--- src/rtl/aibcr3_iobuf_seq.sv ---
// aibcr3_iobuf_seq
//   Per-pad configuration sequencer for one AIB IO buffer digital slice.
//   A four-phase request (icfg_req/ocfg_ack) applies a snapshot of the
//   icfg_* fields in a fixed, glitch-safe order:
//     quiesce -> release pad reset -> apply drive/RX -> enable TX and
//     release digital reset -> acknowledge.
//   Each of the four steps lasts isettle_cnt+1 cycles, with isettle_cnt
//   captured when the request is accepted.
//
// Ports
//   iclk, irstb           sequencer clock, async active-low reset
//   icfg_req / ocfg_ack   four-phase handshake
//   icfg_tx_en/rxen/pdrv/ndrv/wkpu/wkpd
//                         requested slice configuration
//   isettle_cnt           settle cycles per step, minus 1
//   obusy                 high in every state except IDLE
//   opad_rstb, odig_rstb, otx_en, oipdrv, oindrv, oirxen,
//   otest_weakpu, otest_weakpd
//                         registered controls into the IO buffer slice
//
// state    | meaning
// ---------+-----------------------------------------------------------
// IDLE     | waiting for icfg_req, outputs hold the last configuration
// QUIESCE  | TX off, drives off, RX off, both resets asserted
// PADREL   | pad reset released
// DRIVE    | drive strengths and RX mode applied
// TXON     | TX enable applied, digital reset released
// DONE     | ack high until icfg_req is sampled low

module aibcr3_iobuf_seq #(
  parameter int         CNT_W    = 8,
  parameter logic [2:0] RXEN_OFF = 3'b000
) (
  input  logic             iclk,
  input  logic             irstb,
  input  logic             icfg_req,
  input  logic             icfg_tx_en,
  input  logic [2:0]       icfg_rxen,
  input  logic [1:0]       icfg_pdrv,
  input  logic [1:0]       icfg_ndrv,
  input  logic             icfg_wkpu,
  input  logic             icfg_wkpd,
  input  logic [CNT_W-1:0] isettle_cnt,
  output logic             ocfg_ack,
  output logic             obusy,
  output logic             opad_rstb,
  output logic             odig_rstb,
  output logic             otx_en,
  output logic [1:0]       oipdrv,
  output logic [1:0]       oindrv,
  output logic [2:0]       oirxen,
  output logic             otest_weakpu,
  output logic             otest_weakpd
);

  typedef enum logic [2:0] {
    ST_IDLE    = 3'd0,
    ST_QUIESCE = 3'd1,
    ST_PADREL  = 3'd2,
    ST_DRIVE   = 3'd3,
    ST_TXON    = 3'd4,
    ST_DONE    = 3'd5
  } state_t;

  state_t             state_q, state_d;
  logic [CNT_W-1:0]   cnt_q, cnt_d;

  // Snapshot of the accepted request; later icfg_* changes are ignored.
  logic               snap_tx_q, snap_tx_d;
  logic [2:0]         snap_rxen_q, snap_rxen_d;
  logic [1:0]         snap_pdrv_q, snap_pdrv_d;
  logic [1:0]         snap_ndrv_q, snap_ndrv_d;
  logic [CNT_W-1:0]   snap_n_q, snap_n_d;

  logic               ack_q, ack_d;
  logic               pad_rstb_q, pad_rstb_d;
  logic               dig_rstb_q, dig_rstb_d;
  logic               tx_en_q, tx_en_d;
  logic [1:0]         pdrv_q, pdrv_d;
  logic [1:0]         ndrv_q, ndrv_d;
  logic [2:0]         rxen_q, rxen_d;
  logic               wkpu_q, wkpu_d;
  logic               wkpd_q, wkpd_d;

  logic               step_done;

  assign step_done = (cnt_q == '0);

  always_ff @(posedge iclk or negedge irstb) begin
    if (!irstb) begin
      state_q     <= ST_IDLE;
      cnt_q       <= '0;
      snap_tx_q   <= 1'b0;
      snap_rxen_q <= RXEN_OFF;
      snap_pdrv_q <= 2'b00;
      snap_ndrv_q <= 2'b00;
      snap_n_q    <= '0;
      ack_q       <= 1'b0;
      pad_rstb_q  <= 1'b0;
      dig_rstb_q  <= 1'b0;
      tx_en_q     <= 1'b0;
      pdrv_q      <= 2'b00;
      ndrv_q      <= 2'b00;
      rxen_q      <= RXEN_OFF;
      wkpu_q      <= 1'b0;
      wkpd_q      <= 1'b0;
    end else begin
      state_q     <= state_d;
      cnt_q       <= cnt_d;
      snap_tx_q   <= snap_tx_d;
      snap_rxen_q <= snap_rxen_d;
      snap_pdrv_q <= snap_pdrv_d;
      snap_ndrv_q <= snap_ndrv_d;
      snap_n_q    <= snap_n_d;
      ack_q       <= ack_d;
      pad_rstb_q  <= pad_rstb_d;
      dig_rstb_q  <= dig_rstb_d;
      tx_en_q     <= tx_en_d;
      pdrv_q      <= pdrv_d;
      ndrv_q      <= ndrv_d;
      rxen_q      <= rxen_d;
      wkpu_q      <= wkpu_d;
      wkpd_q      <= wkpd_d;
    end
  end

  // Outputs are written on the edge that enters a state, so each step's
  // values are visible from that state's first cycle.
  always_comb begin
    state_d     = state_q;
    cnt_d       = cnt_q;
    snap_tx_d   = snap_tx_q;
    snap_rxen_d = snap_rxen_q;
    snap_pdrv_d = snap_pdrv_q;
    snap_ndrv_d = snap_ndrv_q;
    snap_n_d    = snap_n_q;
    ack_d       = ack_q;
    pad_rstb_d  = pad_rstb_q;
    dig_rstb_d  = dig_rstb_q;
    tx_en_d     = tx_en_q;
    pdrv_d      = pdrv_q;
    ndrv_d      = ndrv_q;
    rxen_d      = rxen_q;
    wkpu_d      = wkpu_q;
    wkpd_d      = wkpd_q;

    case (state_q)
      ST_IDLE: begin
        if (icfg_req) begin
          state_d     = ST_QUIESCE;
          cnt_d       = isettle_cnt;
          snap_tx_d   = icfg_tx_en;
          snap_rxen_d = icfg_rxen;
          snap_pdrv_d = icfg_pdrv;
          snap_ndrv_d = icfg_ndrv;
          snap_n_d    = isettle_cnt;
          tx_en_d     = 1'b0;
          pdrv_d      = 2'b00;
          ndrv_d      = 2'b00;
          rxen_d      = RXEN_OFF;
          dig_rstb_d  = 1'b0;
          pad_rstb_d  = 1'b0;
          // Pull-up wins a conflicting request so the pad is never
          // pulled both ways.
          wkpu_d      = icfg_wkpu;
          wkpd_d      = icfg_wkpd & ~icfg_wkpu;
        end
      end

      ST_QUIESCE: begin
        if (!step_done) begin
          cnt_d = cnt_q - CNT_W'(1);
        end else begin
          state_d    = ST_PADREL;
          cnt_d      = snap_n_q;
          pad_rstb_d = 1'b1;
        end
      end

      ST_PADREL: begin
        if (!step_done) begin
          cnt_d = cnt_q - CNT_W'(1);
        end else begin
          state_d = ST_DRIVE;
          cnt_d   = snap_n_q;
          pdrv_d  = snap_pdrv_q;
          ndrv_d  = snap_ndrv_q;
          rxen_d  = snap_rxen_q;
        end
      end

      ST_DRIVE: begin
        if (!step_done) begin
          cnt_d = cnt_q - CNT_W'(1);
        end else begin
          state_d    = ST_TXON;
          cnt_d      = snap_n_q;
          tx_en_d    = snap_tx_q;
          dig_rstb_d = 1'b1;
          // Weak pulls only matter while the driver is off.
          if (snap_tx_q) begin
            wkpu_d = 1'b0;
            wkpd_d = 1'b0;
          end
        end
      end

      ST_TXON: begin
        if (!step_done) begin
          cnt_d = cnt_q - CNT_W'(1);
        end else begin
          state_d = ST_DONE;
          ack_d   = 1'b1;
        end
      end

      ST_DONE: begin
        if (!icfg_req) begin
          state_d = ST_IDLE;
          ack_d   = 1'b0;
        end
      end

      default: begin
        state_d = ST_IDLE;
        ack_d   = 1'b0;
      end
    endcase
  end

  assign ocfg_ack     = ack_q;
  assign obusy        = (state_q != ST_IDLE);
  assign opad_rstb    = pad_rstb_q;
  assign odig_rstb    = dig_rstb_q;
  assign otx_en       = tx_en_q;
  assign oipdrv       = pdrv_q;
  assign oindrv       = ndrv_q;
  assign oirxen       = rxen_q;
  assign otest_weakpu = wkpu_q;
  assign otest_weakpd = wkpd_q;

endmodule

--- config.mk ---
export PLATFORM = sky130hd
export DESIGN_NAME = aibcr3_iobuf_seq
export DESIGN_NICKNAME = d
export VERILOG_FILES = /design/src/rtl/aibcr3_iobuf_seq.sv
export SDC_FILE = /design/constraint.sdc
export NUM_CORES = 1
export LEC_CHECK = 0
export CAP_MARGIN = 10
export CORE_UTILIZATION = 25
export DETAILED_ROUTE_END_ITERATION = 8
export GPL_ROUTABILITY_DRIVEN = 1
export HOLD_SLACK_MARGIN = 0.06
export PLACE_DENSITY = 0.53
export SYNTH_ARGS = -nofsm -noshare
export SYNTH_HDL_FRONTEND = slang
export SYNTH_SLANG_ARGS = --single-unit
--- constraint.sdc ---
create_clock -name iclk -period 3.3 [get_ports iclk]
set_clock_uncertainty 0.2 [all_clocks]
set_input_delay 0.825 -clock iclk [delete_from_list [all_inputs] [get_ports iclk]]
set_output_delay 0.825 -clock iclk [all_outputs]
set_load 0.005 [all_outputs]
**Yosys cells after proc, flatten, opt, wreduce, memory -nomap -nowiden**

Cells that the tools add are included.

- Bitwise gates (word level): 3
- Add/sub/neg operators: 1
- Shifts and indexed selects: 0
- Order comparisons: 0
- Multipliers: 0
- Muxes and demuxes: 33
- Equality and inequality tests: 13
- Div/mod/pow operators: 0
- Reduce and logical (&&, ||, !) cells: 17

Operators by type and width:

| cell | number |
|---|---|
| two-way mux 3 bit | 8 |
| two-way mux 8 bit | 3 |
| one-hot mux 8 bit (3 select lines) | 1 |
| one-hot mux 3 bit (6 select lines) | 1 |
| inequality test 2 bit, second input constant | 8 |
| AND reduction 3 bit | 5 |
| one-hot mux 1 bit (2 select lines) | 5 |
| logical NOT 8 bit | 1 |
| two-way mux 1 bit | 8 |
| one-hot mux 2 bit (2 select lines) | 2 |
| subtractor 8 x 1 -> 8 bit, second input constant | 1 |
| equality test 3 x 2 -> 1 bit, second input constant | 2 |
| equality test 3 bit, second input constant | 2 |
| two-way mux 2 bit | 3 |
| one-hot mux 3 bit (2 select lines) | 1 |
| AND reduction 6 bit | 1 |
| nonzero test 2 bit | 3 |
| nonzero test 3 bit | 2 |
| AND reduction 4 bit | 1 |
| OR reduction 4 bit | 1 |
| equality test 3 x 1 -> 1 bit, second input constant | 1 |
| logical NOT 3 bit | 1 |
| one-hot mux 1 bit (3 select lines) | 1 |
| OR reduction 3 bit | 1 |
| other kinds (3) | 4 |

- ROM bits: 0
- Output and inout port bits: 14
- Bits in latches: 0
- Word-level logic and storage cells: 83
- Bits in registers: 40
- Memories: 0
- Memory bits (writable): 0

**Logic depth before layout (Yosys ltp)**

Gate-level depths: netlist of the first run.

- Depth after elaboration: 4
- Mapped depth: 8
- Gate-level depth less buffers: 7

**Worst setup path before layout of the first run**

OpenSTA, ideal clock, no wires.

- Path type: register to register
- Start: register cnt_q[0]
- End: register cnt_q[2]
- Required time: 2.978 ns
- Data arrival time: 2.196 ns
- Slack: 0.782 ns
- Setup time: 0.122 ns
- Buffers on the path: 1
- Stages on the path, launching flop included: 9
- Period minus slack after synthesis: 2.518 ns
- Cells stage by stage: dfrtp_1 > inv_1 > ha_1 > or4b_4 > or4_1 > buf_2 > a221oi_2 > nand2_1 > a32o_1

- Longest elaborated chain between the ends: 3

Ends and longest elaborated chain:

| element | line | text |
|---|---|---|
| from (decl) | 66 | `logic [CNT_W-1:0] cnt_q, cnt_d;` |
| from (signal assigned) | 109 | `cnt_q <= cnt_d;` |
| subtractor 8 x 1 -> 8 bit or logical NOT 8 bit (tied branches) | n/a |  |
| two-way mux 8 bit, or another cell as far along | 209 | `if (!step_done) begin` |
| one-hot mux 8 bit (3 select lines) or AND reduction 3 bit (tied branches) | n/a |  |

Several ways; a longest one is shown, not always the timed one. The select of a mux whose other input is x is not followed.
A chain may end at the register's enable or synchronous reset.

**Final worst setup path of the first run**

Ends and elaborated chain as after synthesis.

==> results of run 1 <==
[cells in the final DEF, fill, tap and decap left out, drive strengths merged, types with 2 or more instances in the layout]
| cell | count |
|---|---|
| nor3 | 3 |
| a22oi | 3 |
| a21oi | 18 |
| inv | 15 |
| a32o | 2 |
| nor4 | 2 |
| nor2b | 2 |
| o2bb2ai | 2 |
| a211oi | 3 |
| nand4 | 3 |
| a31oi | 4 |
| nand2b | 2 |
| clkdlybuf4s50 | 33 |
| o211ai | 6 |
| ha | 2 |
| and3 | 3 |
| nand3 | 15 |
| dfrtp | 40 |
| o2111ai | 2 |
| buf | 8 |
| o21ai | 28 |
| o31ai | 4 |
| nand2 | 45 |
| clkbuf | 5 |
| clkinv | 2 |
| nor2 | 14 |
| a21o | 3 |
[stage by stage]
step           std cells  setup WS (ns)  power (mW)  utilization [%]
2_1_floorplan        250          0.782        1.25                -
3_3_place_gp         380          0.464        1.50             31.4
3_5_place_dp         380          0.469        1.51             31.4
4_1_cts              388          0.524        1.93             32.8
5_1_grt              388          0.347        2.08             32.8
6_report             388          0.519        1.91             32.8
[flip-flops by register name, indices dropped and copies added (netlist names)]
register,flops
state_q,3
cnt_q,8
oindrv,2
odig_rstb,1
snap_ndrv_q,2
otx_en,1
snap_tx_q,1
oipdrv,2
otest_weakpd,1
snap_rxen_q,3
ocfg_ack,1
opad_rstb,1
snap_n_q,8
otest_weakpu,1
snap_pdrv_q,2
oirxen,3
[worst max-delay path: stages, from the launching register on]
cell and delay, ns:
sky130_fd_sc_hd__dfrtp_1 0.42, sky130_fd_sc_hd__inv_1 0.15, sky130_fd_sc_hd__ha_1 0.18, sky130_fd_sc_hd__or4b_4 0.48, sky130_fd_sc_hd__or4_1 0.62, sky130_fd_sc_hd__a221oi_2 0.28
sky130_fd_sc_hd__nand2_1 0.09, sky130_fd_sc_hd__a32o_1 0.25
[where the power goes]
part / internal, mW / switching [mW] / total [mW]
sequential: 0.672 / 0.149 / 0.822
combinational: 0.311 / 0.365 / 0.677
clock: 0.228 / 0.184 / 0.412
[logic make-up after synthesis]
group | synth area share (%)
simple gates | 20.7
compound gates | 24.2
flops | 47.4
buf+inv | 5.63
fa+ha+maj | 1.19
xor+xnor | 0.415
mux | 0.474
[how the worst min path moves through the flow]
| stage | start | endpoint | slack (ns) | cells after the start |
|---|---|---|---|---|
| floorplan | snap_n_q[2] | snap_n_q[2] | 0.25 | 2 |
| global placement | snap_n_q[2] | snap_n_q[2] | 0.26 | 2 |
| detailed placement | snap_n_q[5] | snap_n_q[5] | 0.27 | 2 |
| CTS | snap_n_q[5] | snap_n_q[5] | 0.29 | 2 |
| global route | snap_n_q[6] | snap_n_q[6] | 0.31 | 2 |
| finish | snap_n_q[5] | snap_n_q[5] | 0.29 | 2 |
[routing by layer]
| layer | vias to the layer above | track usage, % | part of all wire, % |
|---|---|---|---|
| met2 | 55 | 22.3 | 45 |
| met1 | 894 | 19.7 | 47 |
| li1 | 952 | - | - |
| met5 | - | 0 | 0 |
| met4 | 0 | 4.74 | 1.4 |
| met3 | 8 | 2.27 | 5.7 |
[area by class of cell]
type,count,share of cell area (%)
clock buffers,5,2.56
well taps,105,4.90
clock inverters,3,1.77
repair buffers,41,14.5
inverters,15,2.10
multi-input cells,179,36.9
flip-flops and latches,40,37.3
==> results.txt, run 1 <==
----------------------------------------------------
[Synthesis]
  Register bit total from synthesis ... 40
  Top cell type by total area after synthesis ... sky130_fd_sc_hd__dfrtp_1
  Distinct cells, synth ... 39
  Cell types occupying the most area after synthesis ... sky130_fd_sc_hd__dfrtp_1, sky130_fd_sc_hd__nand2_1, sky130_fd_sc_hd__o21ai_0, sky130_fd_sc_hd__a21oi_1, sky130_fd_sc_hd__nand3_1
  Predominant post-synthesis flop cell ... sky130_fd_sc_hd__dfrtp_1
  Net Count, Synth ... ~270
  Seq/Total Area, Yosys ... a little under half
  Number of synthesized flops with an enable pin ... 0
  Syn_area_per_cell ... 8.44 sq um
  Top cell types by occurrence after synthesis ... sky130_fd_sc_hd__nand2_1, sky130_fd_sc_hd__dfrtp_1, sky130_fd_sc_hd__o21ai_0
  Most common cell in the synthesized netlist ... sky130_fd_sc_hd__nand2_1
  Warnings, synthesis ... 0
  Post-synthesis instance area ... 0.00211 sq mm
  Share of the synthesized area in the top cell type ... roughly 47%
  Gate count of the mapped netlist ... 250
  Share of synthesized flip-flops with an asynchronous set or reset ... 100%

[Clocking]
  Clock latency of the later-clocked register in the worst-skew pair ... 0.30 ns
  Setup bufs post-CTS ... 0
  Cells resized by post-CTS repair ... 0
  CTS Sinks ... 40
  Max H-tree Level ... 2
  Clock transition at the registers of the reported paths ... 0.08 ns
  TritonCTS clock tree ... done
  Buffer cell driving the clock tree root ... sky130_fd_sc_hd__clkbuf_8
  Number of CTS-inserted buffers ... 5
  Post-cts hold buffer count ... 0
  Longest Clk Path Bufs ... 2

[Setup path]
  Crit Reg-Reg Startpoint ... cnt_q[0]
  Setup crit end ... cnt_q[2]
  Startpoint of the most critical setup path ... cnt_q[0]
  Largest fanout of any net on the critical path ... 8
  Startpoint class of the critical path ... flip-flop
  Worst-case register-to-register setup slack ... approximately 0.52 ns
  Arrival @ worst endpoint ... 2.77 ns
  Worst Path Required ... 3.28 ns
  Worst Reg2Reg Path Length in Cells ... 7
  CP endpoint kind ... flip-flop
  Kind of critical path ... flip-flop to flip-flop
  End of the worst register-to-register path ... cnt_q[2]

[Layout]
  Register Area ... 0.00100 sq mm
  Layout net count ... 305
  Fill cells ... 849
  P&R area growth vs syn ... 27.1%
  Design area ... 0.00268 sq mm
  Area of the multi-input gates ... 991 sq um
  Share of post-route cells with drive strength above 1 ... 7.77%
  Number of diodes added for antenna fixing ... 0

[Floorplan]
  Chip width ... 93.9 um
  Cell Rows ... 33
  Die area ... just under 0.009 sq mm
  Num ports ... 35
  Die span in y ... 93.9 um
  Effective utilization at floorplan ... 25.8%
  Placeable Area ... 0.00818 sq mm

[STA]
  Pin slew with the least headroom to its limit ... 0.907 ns
  Hold Fails Final Rpt ... 0
  Worst slew margin relative to its limit ... roughly two fifths
  RSZ-0062 raised after global routing ... false
  Highest clock frequency the design can meet ... 360 MHz
  Max-slew violation count ... 0
  Final Setup Violations ... 0
  Minimum hold slack ... around 0.29 ns
  Post-route setup TNS ... 0 ns
  Share of the cycle needed by the critical path after routing ... 84.3%
  Time the worst path needs with I/O delays and setup ... roughly 2.8 ns

[GRT]
  Overall overflow remaining after global route ... 0
  Initial antenna violation count ... 0
  Via count of the first global-routing pass ... about 1900
  GRT Total Usage ... 14.2%
  Largest net degree at the start of global routing ... 41
  First-pass GRT wire length ... 9.75 mm

[Detailed routing]
  Detailed-routing iteration count for the pre-antenna-repair pass ... 4
  Total detailed-routing wirelength ... 5.51 mm
  Average wire per standard cell ... around 14 um
  Total number of vias ... about 1900
  Remaining DRCs ... 0
  Iter 0 DRT Violations ... approximately 140
  Via density per instance ... 4.92
  Post-detailed-route count of antenna-violating nets ... 0

[Run]
  Max capacitance violation total ... 0

[Placed design]
  Detailed Place HPWL ... 3.84 mm
  Final weighted congestion of routability-driven global placement ... 0.823
  Placed Instance Area ... 0.00257 sq mm
  Port-buffer cells ... 34

[Worst hold path]
  Class of the worst hold path ... flip-flop to flip-flop

[Pwr]
  Peak supply drop ... 0.000325 V
  Leakage power ... 1.13 nW
  Power density cells ... between 700 and 800 mW/mm^2

[Status]
  Status ... finished clean

----------------------------------------------------
Power figures use the tool's default switching activity.
==> run 2: changes to the inputs <==
--- a/config.mk
+++ b/config.mk
@@ -10,7 +10,7 @@
 export DETAILED_ROUTE_END_ITERATION = 8
 export GPL_ROUTABILITY_DRIVEN = 1
 export HOLD_SLACK_MARGIN = 0.06
-export PLACE_DENSITY = 0.53
+export PLACE_DENSITY = 0.54
 export SYNTH_ARGS = -nofsm -noshare
 export SYNTH_HDL_FRONTEND = slang
 export SYNTH_SLANG_ARGS = --single-unit
==> constraint.sdc (replaced) <==
create_clock -name iclk -period 2.4 [get_ports iclk]
set_clock_uncertainty 0.2 [all_clocks]
set_input_delay 0.6 -clock iclk [delete_from_list [all_inputs] [get_ports iclk]]
set_output_delay 0.6 -clock iclk [all_outputs]
set_load 0.005 [all_outputs]
==> run 2 against run 1 <==
Compared with the run above:
- the run now ends with setup timing left
- combinational power rose by 80%
- first-iteration DRC count is 41% higher
- sequential power is 34% higher
- maximum frequency grew 13%
- worst hold slack got worse by 0.13 ns
- die area unchanged
- clock power is 35% higher
- largest cell class is now multi-input gates
- largest power group is now combinational logic
==> results.txt, run 2 (same netlist as run 1, synthesis figures left out) <==
----------------------------------------------------
[Layout]
  Layout net count ... 331
  Commonest non-fill, non-tap cell in the layout ... sky130_fd_sc_hd__nand2_1
  Number of diodes added for antenna fixing ... 0
  Count of placed standard cells in the final layout, fillers left out ... 414
  P&R area growth vs syn ... 41.3%
  Commonest cells after routing, fill and taps aside ... sky130_fd_sc_hd__nand2_1, sky130_fd_sc_hd__dfrtp_1, sky130_fd_sc_hd__clkdlybuf4s50_1
  Share of post-route cells with drive strength above 1 ... 20.7%
  Biggest regs ... cnt_q: 8 flops, snap_n_q: 8 flops

[Floorplan]
  Die span in y ... 93.9 um
  Cell Rows ... 33
  Num ports ... 35
  Effective utilization at floorplan ... around 26%
  Placeable Area ... 0.00818 sq mm
  Die area ... 0.00881 sq mm
  Chip width ... 93.9 um

[Detailed routing]
  Total detailed-routing wirelength ... 5.98 mm
  Post-detailed-route count of antenna-violating nets ... 0
  Remaining DRCs ... 0
  Iter 0 DRT Violations ... 203
  Detailed-routing iteration count for the pre-antenna-repair pass ... 4
  Average wire per standard cell ... 14.4 um
  Total number of vias ... 2056
  Via density per instance ... 4.97

[STA]
  Highest clock frequency the design can meet ... 406 MHz
  Hold Fails Final Rpt ... 0
  Share of the cycle needed by the critical path after routing ... 103%
  Post-route worst setup slack ... -0.0659 ns
  Pin slew with the least headroom to its limit ... 0.599 ns
  Max-slew violation count ... 0
  Post-route setup TNS ... -0.0659 ns
  RSZ-0062 raised after global routing ... true
  Final Setup Violations ... 1
  Time the worst path needs with I/O delays and setup ... 2.47 ns
  Worst slew margin relative to its limit ... between 50% and 60%

[Setup path]
  Total buffers and inverters traversed by the critical path ... 1
  Crit Reg-Reg Startpoint ... cnt_q[1]
  Maximum cell stage delay along the critical path ... 0.50 ns
  Worst Reg2Reg Path Length in Cells ... 7
  Category of cells accounting for the largest share of critical-path delay ... simple AND/OR/NAND/NOR gates
  Startpoint class of the critical path ... flip-flop
  Kind of critical path ... flip-flop to flip-flop
  Cell with the biggest individual delay on the critical path ... sky130_fd_sc_hd__or4b_4
  CP endpoint kind ... flip-flop
  Crit-path cells ... inv_2 > ha_4 > or4b_4 > or4_4 > a221oi_2 > nand2_1 > a32o_1
  Largest fanout of any net on the critical path ... 6
  Arrival @ worst endpoint ... ~2.5 ns
  Worst-case register-to-register setup slack ... -0.07 ns
  End of the worst register-to-register path ... cnt_q[2]
  Worst Path Required ... 2.39 ns

[Status]
  Status ... finished with violations
  Violations in the final reports ... setup timing

[Placed design]
  Placed cell count ... 400
  Minimum setup slack after placement ... -0.0296 ns
  Final weighted congestion of routability-driven global placement ... 0.866
  Detailed Place HPWL ... 4.03 mm
  Port-buffer cells ... 34

[Pwr]
  Power density cells ... 963 mW/mm^2
  Leakage power ... 1.27 nW
  Peak supply drop ... 0.000305 V

[GRT]
  First-pass GRT wire length ... 9.92 mm
  GRT Total Usage ... about 15%
  Initial antenna violation count ... 0
  Overall overflow remaining after global route ... 0
  Via count of the first global-routing pass ... just under 2000
  Largest net degree at the start of global routing ... about 40

[Run]
  Max capacitance violation total ... 0

[Clocking]
  Clock transition at the registers of the reported paths ... approximately 0.090 ns
  Longest Clk Path Bufs ... 2
  CTS Sinks ... 40
  Number of CTS-inserted buffers ... 5
  TritonCTS clock tree ... done
  Clock latency of the later-clocked register in the worst-skew pair ... approximately 0.30 ns
  Max H-tree Level ... 2
  Buffer cell driving the clock tree root ... sky130_fd_sc_hd__clkbuf_8

[Worst hold path]
  Class of the worst hold path ... input port to async pin

----------------------------------------------------
run 2: cell count changes in the layout (fill, tap and decap cells not counted), sizes merged:
cell / previous run / this run
dlymetal6s2s: 0 / 1
clkbuf: 5 / 6
buf: 8 / 34
clkdlybuf4s50: 33 / 32
clkinv: 2 / 1
run 2: final cells by class:
| cell class | instances | area, sq um |
|---|---|---|
| Multi-Input combinational cell | 179 | 1090 |
| Clock buffer | 6 | 72.6 |
| Sequential cell | 40 | 1000 |
| Clock inverter | 2 | 35.0 |
| Tap cell | 105 | 131 |
| Timing Repair Buffer | 67 | 601 |
| Fill cell | 835 | 5190 |
| Inverter | 15 | 56.3 |
run 2: power by group:
group          leakage, nW  switching, mW  internal (mW)
Clock               0.0552          0.249          0.309
Combinational        0.713          0.633          0.583
Sequential           0.505          0.175          0.925
Total                 1.27           1.06           1.82
run 2: what timing repair did:
item,4_1_cts,5_1_grt
cloned,0,1
buffers inserted,0,5
gates resized for setup,0,33
pin swaps,0,4
setup endpoints to repair,4,17
hold buffers,0,0
run 2: how the worst max path moves through the flow:
| stage | start | endpoint | cells after the start |
|---|---|---|---|
| 2_1_floorplan | cnt_q[0] | cnt_q[2] | 8 |
| 3_3_place_gp | cnt_q[1] | cnt_q[2] | 7 |
| 4_1_cts | cnt_q[1] | cnt_q[3] | 7 |
| 5_1_grt | cnt_q[0] | cnt_q[2] | 7 |
| 3_5_place_dp | cnt_q[1] | cnt_q[2] | 7 |
| 6_report | cnt_q[1] | cnt_q[2] | 7 |
run 2: through the flow:
stage                     utilization, %  cell area [sq um]  hold WS, ns  power (mW)
after global routing                36.5               2980        0.204        3.08
after global placement              33.4               2730        0.263        2.23
after detailed placement            33.4               2730        0.269        2.24
after CTS                           34.8               2840        0.180        2.81
final                               36.5               2980        0.156        2.87
after floorplan                        -               2130        0.104        1.74
run 2: layer usage:
layer / global-route usage (%) / share of wire, % / wire length [um] / up-vias
li1: - / - / - / 1003
met1: 20.0 / 47 / 2830 / 978
met2: 22.2 / 46 / 2760 / 73
met3: 3.80 / 6.0 / 357 / 2
met4: 4.23 / 0.50 / 30 / 0
met5: 0 / 0 / 0 / -
